===== config.mk =====
export PLATFORM = sky130hd
export DESIGN_NAME = bsg_mcl_request_arbiter
export DESIGN_NICKNAME = d
export VERILOG_FILES = /design/src/rtl/bsg_mcl_request_arbiter.sv
export SDC_FILE = /design/constraint.sdc
export NUM_CORES = 1
export LEC_CHECK = 0
export ABC_AREA = 1
export ABC_CLOCK_PERIOD_IN_PS = 2800
export BUFFER_PORTS_ARGS = -buffer_cell sky130_fd_sc_hd__buf_4
export CAP_MARGIN = 20
export CORE_AREA = 5 5 152 154
export DETAILED_ROUTE_END_ITERATION = 10
export DIE_AREA = 0 0 157 159
export PLACE_DENSITY_LB_ADDON = 0.25
export SYNTH_ARGS = -nofsm -noshare
export SYNTH_HDL_FRONTEND = slang
export SYNTH_SLANG_ARGS = --single-unit

===== constraint.sdc =====
create_clock -name clk_i -period 2.8 [get_ports clk_i]
set_input_delay 0.14 -clock clk_i [delete_from_list [all_inputs] [get_ports clk_i]]
set_output_delay 0.14 -clock clk_i [all_outputs]
set_load 0.02 [all_outputs]

===== src/rtl/bsg_mcl_request_arbiter.sv =====
// bsg_mcl_request_arbiter
// Shares one outbound request FIFO port between num_req_p request streams.
// Grant is round-robin, combinational and gated by a credit counter that
// mirrors the endpoint's out-credits. A drain sequence lets software fence.
//
// Ports:
//   clk_i, reset_i       clock, asynchronous active-high reset
//   v_i, data_i, ready_o per-requester valid / packet / accept
//   v_o, data_o, ready_i granted packet toward the endpoint FIFO
//   grant_id_o           index of the granted requester (valid with v_o)
//   credit_return_i      one pulse per returned response
//   drain_i, drained_o   fence request level / fence complete
//   credits_o            available credits
//   error_o              sticky credit overflow
//
// Optional: define BSG_MCL_REQUEST_ARBITER_STARVE_CNT_EN to add per-requester
// wait counters with a running maximum on max_wait_o, cleared by
// max_wait_clear_i.

module bsg_mcl_request_arbiter #(
    parameter int unsigned num_req_p         = 2,
    parameter int unsigned data_width_p      = 128,
    parameter int unsigned max_out_credits_p = 16,
    localparam int unsigned lg_num_req_lp    = (num_req_p > 1) ? $clog2(num_req_p) : 1,
    localparam int unsigned credits_width_lp = $clog2(max_out_credits_p + 1)
) (
    input  logic                               clk_i,
    input  logic                               reset_i,
    input  logic [num_req_p-1:0]               v_i,
    input  logic [num_req_p*data_width_p-1:0]  data_i,
    output logic [num_req_p-1:0]               ready_o,
    output logic                               v_o,
    output logic [data_width_p-1:0]            data_o,
    input  logic                               ready_i,
    input  logic                               credit_return_i,
    input  logic                               drain_i,
    output logic                               drained_o,
    output logic [credits_width_lp-1:0]        credits_o,
    output logic [lg_num_req_lp-1:0]           grant_id_o,
`ifdef BSG_MCL_REQUEST_ARBITER_STARVE_CNT_EN
    output logic [15:0]                        max_wait_o,
    input  logic                               max_wait_clear_i,
`endif
    output logic                               error_o
);

    localparam logic [credits_width_lp-1:0] credits_max_lp = credits_width_lp'(max_out_credits_p);

    typedef enum logic [1:0] {
        STATE_RUN     = 2'd0,
        STATE_DRAIN   = 2'd1,
        STATE_DRAINED = 2'd2
    } state_e;

    state_e                      state_r, state_n;
    logic [lg_num_req_lp-1:0]    rr_ptr_r, rr_ptr_n;
    logic [credits_width_lp-1:0] credits_r, credits_n;
    logic                        error_r, error_n;
    logic [lg_num_req_lp-1:0]    sel;
    logic                        found;
    logic                        xfer;

    // Circular search from rr_ptr: first pass covers rr_ptr..N-1, second wraps to 0.
    always_comb begin
        sel   = '0;
        found = 1'b0;
        for (int i = 0; i < int'(num_req_p); i++) begin
            if (!found && v_i[i] && (lg_num_req_lp'(i) >= rr_ptr_r)) begin
                found = 1'b1;
                sel   = lg_num_req_lp'(i);
            end
        end
        for (int i = 0; i < int'(num_req_p); i++) begin
            if (!found && v_i[i]) begin
                found = 1'b1;
                sel   = lg_num_req_lp'(i);
            end
        end
    end

    // Output mux and per-requester accept; reset forces all handshakes low.
    always_comb begin
        v_o     = ~reset_i & (state_r == STATE_RUN) & (credits_r != '0) & found;
        xfer    = v_o & ready_i;
        data_o  = '0;
        ready_o = '0;
        for (int i = 0; i < int'(num_req_p); i++) begin
            if (sel == lg_num_req_lp'(i)) begin
                data_o     = data_i[i*data_width_p +: data_width_p];
                ready_o[i] = xfer;
            end
        end
    end

    assign grant_id_o = sel;
    assign credits_o  = credits_r;
    assign error_o    = error_r;
    assign drained_o  = (state_r == STATE_DRAINED);

    // Pointer and credit next-state; a return with the counter full is an overflow.
    always_comb begin
        rr_ptr_n  = rr_ptr_r;
        credits_n = credits_r;
        error_n   = error_r;
        if (xfer) begin
            rr_ptr_n = (sel == lg_num_req_lp'(num_req_p - 1)) ? '0 : sel + lg_num_req_lp'(1);
        end
        if (xfer && !credit_return_i) begin
            credits_n = credits_r - credits_width_lp'(1);
        end else if (!xfer && credit_return_i) begin
            if (credits_r == credits_max_lp) begin
                error_n = 1'b1;
            end else begin
                credits_n = credits_r + credits_width_lp'(1);
            end
        end
    end

    // Drain FSM next-state; dropping drain_i always returns to RUN.
    always_comb begin
        state_n = state_r;
        unique case (state_r)
            STATE_RUN: begin
                if (drain_i) state_n = STATE_DRAIN;
            end
            STATE_DRAIN: begin
                if (!drain_i)                        state_n = STATE_RUN;
                else if (credits_r == credits_max_lp) state_n = STATE_DRAINED;
            end
            STATE_DRAINED: begin
                if (!drain_i) state_n = STATE_RUN;
            end
            default: state_n = STATE_RUN;
        endcase
    end

    // State registers.
    always_ff @(posedge clk_i or posedge reset_i) begin
        if (reset_i) begin
            state_r   <= STATE_RUN;
            rr_ptr_r  <= '0;
            credits_r <= credits_max_lp;
            error_r   <= 1'b0;
        end else begin
            state_r   <= state_n;
            rr_ptr_r  <= rr_ptr_n;
            credits_r <= credits_n;
            error_r   <= error_n;
        end
    end

`ifdef BSG_MCL_REQUEST_ARBITER_STARVE_CNT_EN
    logic [15:0] wait_cnt_r [num_req_p];
    logic [15:0] max_wait_r;
    logic [15:0] wait_max_c;

    // Largest of the current wait counters and the running maximum.
    always_comb begin
        wait_max_c = max_wait_r;
        for (int i = 0; i < int'(num_req_p); i++) begin
            if (wait_cnt_r[i] > wait_max_c) wait_max_c = wait_cnt_r[i];
        end
    end

    // Saturating wait counters, cleared by the requester's own transfer.
    always_ff @(posedge clk_i or posedge reset_i) begin
        if (reset_i) begin
            for (int i = 0; i < int'(num_req_p); i++) wait_cnt_r[i] <= '0;
            max_wait_r <= '0;
        end else begin
            for (int i = 0; i < int'(num_req_p); i++) begin
                if (v_i[i] && ready_o[i])                      wait_cnt_r[i] <= '0;
                else if (v_i[i] && wait_cnt_r[i] != 16'hFFFF)  wait_cnt_r[i] <= wait_cnt_r[i] + 16'd1;
            end
            max_wait_r <= max_wait_clear_i ? 16'd0 : wait_max_c;
        end
    end

    assign max_wait_o = max_wait_r;
`endif

endmodule


Word level (Yosys, flattened, before mapping)
Index checks and enable logic that the tools add are counted.
Widths: inputs -> output; s select.
{"block": "word_totals", "reg_bits": 9, "in_bits": 263, "output_inout_bits": 139, "elab_cells": 59}
{"block": "op_classes", "add_sub_neg": 3, "n_lt_le_gt_ge": 2, "eq_ne": 7, "n_mux": 19, "bitwise": 6, "n_reduce_logical": 18}
{"cell": "$mux 128", "n": 1}
{"cell": "$mux 5", "n": 3}
{"cell": "$mux 1", "n": 10}
{"cell": "$mux 2", "n": 4}
{"cell": "$logic_and 1x1->1", "n": 7}
{"cell": "$ne 2x2->1 const B", "n": 3}
{"cell": "$pmux 2 s3", "n": 1}
{"cell": "$reduce_and 3->1", "n": 2}
{"cell": "$add 5x1->5 const B", "n": 1}
{"cell": "$eq 5x5->1 const B", "n": 1}
{"cell": "$logic_not 1->1", "n": 5}
{"cell": "$reduce_bool 5->1", "n": 1}
{"cell": "$sub 5x1->5 const B", "n": 1}
{"cell": "$and 1x1->1", "n": 4}
{"cell": "$ne 3x3->1 const B", "n": 1}
{"cell": "$eq 2x1->1 const B", "n": 1}
{"cell": "$eq 2x2->1 const B", "n": 1}
{"cell": "$ge 1x1->1 const A", "n": 2}
{"cell": "$logic_not 2->1", "n": 1}
{"cell": "$not 1->1", "n": 2}
{"cell": "$reduce_and 2->1", "n": 1}
{"cell": "$reduce_bool 2->1", "n": 1}
{"cell": "$add 1x1->1 const B", "n": 1}

Depth between registers and ports, before layout
{"block": "depth", "ltp_word": 19, "depth_mapped": 16, "mapped_depth_nobuf": 16}

Worst setup path after synthesis
No wires, ideal clock.
{"block": "synth_path", "path_kind": "register to register", "from": "register credits_r[4], in the netlist credits_o[4]", "to": "register credits_r[4], in the netlist credits_o[4]", "setup_time_ns": 0.075, "t_arrival_ns": 2.109, "required_ns": 2.725, "setup_slack_ns": 0.616, "stages_incl_launch_ff": 16, "n_path_buf": 0, "synth_period_minus_slack_ns": 2.184, "path_cell_list": "dfstp_2 -> inv_1 -> nand3_1 -> nand3_1 -> inv_1 -> ha_1 -> inv_1 -> fa_1 -> inv_1 -> nand2_1 -> nand2_1 -> nand2_1 -> nand2_1 -> nand2_1 -> nand2_1 -> nand2_1"}
{"block": "synth_via", "elab_chain_len": 8, "elab_cells_between_ends": 16, "classes_between": "add/sub (2); eq/ne (2); mux (3); bitwise (3); reduce/logical (6)"}
{"element": "start, declared", "line": "57", "rtl": "logic [credits_width_lp-1:0] credits_r, credits_n;"}
{"element": "start signal, assigned", "line": "142", "rtl": "credits_r <= credits_max_lp;"}
{"element": "start signal, assigned", "line": "147", "rtl": "credits_r <= credits_n;"}
{"element": "$reduce_bool 5->1", "line": "83", "rtl": "v_o = ~reset_i & (state_r == STATE_RUN) & (credits_r != '0) & found;"}
{"element": "$and 1x1->1 (2 in series)", "line": "83"}
{"element": "$and 1x1->1", "line": "84", "rtl": "xfer = v_o & ready_i;"}
{"element": "$logic_not 1->1", "line": "110", "rtl": "end else if (!xfer && credit_return_i) begin"}
{"element": "$logic_and 1x1->1", "line": "110"}
{"element": "$reduce_bool 2->1 (no source line)"}
{"element": "$reduce_and 2->1 (no source line)"}
Parallel ways exist; a longest one is shown, timed or not. The select of a mux whose other input is x is not followed.
A chain may end at the register's enable or synchronous reset.

Worst setup path after layout
{"block": "layout_path", "from": "input port reset_i", "to": "register credits_r[4], in the netlist credits_o[4]"}
{"block": "layout_via", "elab_chain_len": 9, "elab_cells_between_ends": 12, "classes_between": "eq/ne (1); mux (1); bitwise (5); reduce/logical (5)"}
{"element": "start, declared", "line": "28", "rtl": "input logic reset_i,"}
{"element": "$not 1->1 *", "line": "83"}
{"element": "$and 1x1->1 * (3 in series)", "line": "83"}
{"element": "$and 1x1->1 *", "line": "84"}
{"element": "$logic_not 1->1", "line": "110"}
{"element": "$logic_and 1x1->1", "line": "110"}
{"element": "$reduce_bool 2->1 (no source line)"}
{"element": "$reduce_and 2->1 (no source line)"}
Mark *: on every way between the ends. The rest lies on a longest branch, timed or not.

==> key figures <==
Power and ir drop
  – LEAKAGE: 3.56 nW
  – Pwr Density: 489 nW/um^2
  – Max IR drop VDD: ~0.00027 V

Hold path
  – HP Start: drain_i
  – Hold Path Stages: 3
  – Hold WC Path Type: input port to flop
  – Hold worst-path end: state_r[0]

Clocking
  – Clock transition at the registers of the reported paths: 0.04 ns
  – CTS max path bufs: 2
  – Num CTS Buffers: 3
  – Clock sinks: 9
  – Post-CTS Resized: 0
  – H-tree levels: 1
  – Postcts setup bufs: 0
  – CTS tree: done
  – Clock latency at the later pin of the worst-skew pair: 0.24 ns
  – Root buffer cell: clkbuf_16

Routing
  – Via count: 4279
  – Vias per cell: 3.66
  – First-pass detailed-route iteration total: 4
  – WL/cell: 14.6 um
  – Routed Antenna Nets: 0
  – Drc violations: 0
  – Iter 0 DRT Violations: 250
  – Detailed Route WL: ~17000 um

Critical path
  – CP Max Fanout: 4
  – Worst R2R Setup Slack: around 0.54 ns
  – Worst reg2reg path depth: 13
  – Kind of critical path: input port to flop
  – Crit-path max cell delay: 0.53 ns
  – CP bufs+invs: 6
  – Critical path's slowest cell: dlygate4sd3_1
  – Nature of the critical path startpoint: input port
  – Worst r2r src: credits_o[1]
  – CP endpoint kind: flop
  – CP Cell Sequence: dlygate4sd3_1, buf_4, inv_1, nand3_1, nor2_1, nand3_1, inv_1, ha_1, inv_1, fa_1, inv_1, nand2_1, nand2_1, nand2_1, nand2_1, nand2_1, nand2_1, nand2_1
  – Cell mode on critical path: nand2_1
  – CP required: 2.97 ns
  – Worst path top cell family by delay: buffers and inverters
  – Critical R2R Capture: credits_o[3]
  – Crit path arrival time: 2.47 ns

Yosys
  – Synth top area share: 0.671
  – #FFs+latches synth: 9
  – Post-synth top flop: dfrtp_1
  – Largest cells by area after synthesis: nand2_1, dfrtp_1, buf_6
  – Syn Inst Count: approximately 500
  – Post-synth top area cell: nand2_1
  – Sequential share of the synthesized area: 0.0985
  – Post-Syn Area per Cell: 4.56 sq um
  – Yosys warns: 0
  – Synth unique cells: 22
  – Post-Syn Area: 2300 sq um
  – Net Count, Synth: 773
  – Post-synth ARST share: 1.00
  – Post-synth EDFFs: 0

STA
  – Fmax achieved: 0.435 GHz
  – Worst-Margin Slew: just under 0.6 ns
  – RSZ-0062 raised after global routing: no
  – Skew final: around 0.0041 ns
  – Final count of negative-setup-slack endpoints: 0
  – Setup ws final: 0.499 ns
  – Final Hold Viols: 0
  – Final period util: 0.822
  – Setup TNS Final: 0 ns
  – Max Slew Vio Count: 0
  – WHS: ~0.13 ns
  – Slew margin rel.: 0.605
  – Fin crit period: 2.30 ns

Flow run
  – Max-cap violations: 0

Finish
  – N_diodes: 0
  – Final instance area: 5620 sq um
  – Final Non-Filler Cells: 1169
  – Final Net Count: 1159
  – Register Area: 226 sq um
  – Commonest non-fill, non-tap cells in the layout: nand2_1, buf_4, inv_1
  – Commonest non-fill, non-tap cell in the layout: nand2_1
  – Multi-input gate area: between 1500 and 2000 sq um
  – Layout cell share with drive strength beyond 1: 0.469
  – FILL cells: 2480
  – P&R area growth vs syn: 144%

Floorplanning
  – Die area: 25000 sq um
  – Core ar.: 21600 sq um
  – Die W: ~160 um
  – Row count: 54
  – Initial Util: 0.107
  – Num ports: 402
  – Die Height: 159 um

Placed design
  – Placer congestion estimate: 0.835
  – Dpl cells: 1164
  – DPL Wire Length: ~14000 um
  – IO buf count: approximately 400
  – Placed Area: 5530 sq um
  – Setup WS pre-CTS: 0.539 ns

GRT
  – First-pass GRT wire length: 24500 um
  – Antenna violations before repair: 0
  – GRT Overall Usage: 0.123
  – Vias in the first global route: 4306
  – Grt total ovfl: 0
  – Largest net degree at the start of global routing: 131

Run status
  – Run status: completed
-- registers in the layout, summed over array words and instances, names as in the netlist --
register and flops:
credits_o 5, error_o 1, rr_ptr_r 1, state_r 2
-- per-layer routing --
metal / track usage / routed length, um / vias to the layer above
met1: 0.148 / 6760 / 1812
met3: 0.0304 / 1690 / 6
met5: 0 / 0 / -
met2: 0.227 / 8560 / 203
li1: - / - / 2258
met4: 0.0130 / 70 / 0
-- synthesized netlist by cell type (2+ instances only) --
cell,number
dfrtp_1,8
and2_1,2
nand3_1,10
nor2_1,10
buf_6,12
buf_4,2
inv_1,18
ha_1,5
buf_2,12
a21oi_1,2
clkbuf_1,2
nand2_1,411
-- cell type report --
cell class                 instances  share of cell area
clock buffer                       3              0.0134
clock inverter                     1            0.000891
inverter                          19              0.0131
multi-input combinational        448               0.318
sequential                         9              0.0403
tap                              280              0.0624
timing repair buffer             409               0.551
-- worst max path at each step --
stage	startpoint	to	cells past startpoint
3_5_place_dp	credits_o[1]	credits_o[3]	13
5_1_grt	reset_i	credits_o[4]	18
2_1_floorplan	credits_o[4]	credits_o[4]	15
4_1_cts	reset_i	credits_o[4]	18
3_3_place_gp	credits_o[1]	credits_o[3]	13
6_report	reset_i	credits_o[4]	18
-- power breakdown --
| group | internal, mW | leakage, nW | switching [mW] |
|---|---|---|---|
| Sequential | 0.186 | 0.109 | 0.0541 |
| Combinational | 0.945 | 3.41 | 1.30 |
| Clock | 0.189 | 0.0409 | 0.0708 |
| Total | 1.32 | 3.56 | 1.43 |
-- through the flow --
| stage | utilization | power, mW |
|---|---|---|
| floorplan | - | 1.44 |
| finish | 0.261 | 2.75 |
| global placement | 0.256 | 2.53 |
| global route | 0.261 | 2.97 |
| CTS | 0.261 | 2.80 |
| detailed placement | 0.256 | 2.52 |
-- tightest hold or removal path, cell delays in order --
cell,delay [ns]
buf_4,0.07
inv_1,0.04
nor2_1,0.08
-- what timing repair did --
action | in CTS | in global routing
endpoints found under the hold margin | 8 | 0
endpoints found under the setup margin | 0 | 0
hold buffers | 1 | 0
-- cells by family (layout without fill, tap and decap cells) --
group                    count (synthesis)  count (layout)  share of synthesized area
AND/OR/NAND/NOR                        436             436                      0.723
buffers and inverters                   47             432                      0.126
flip-flops                               9               9                     0.0985
adder cells (fa/ha/maj)                  6               6                     0.0359
AO/OA/AOI/OAI                            5               5                     0.0136
XOR/XNOR                                 1               1                    0.00381
Note: power is estimated with default switching activity, not from simulation.
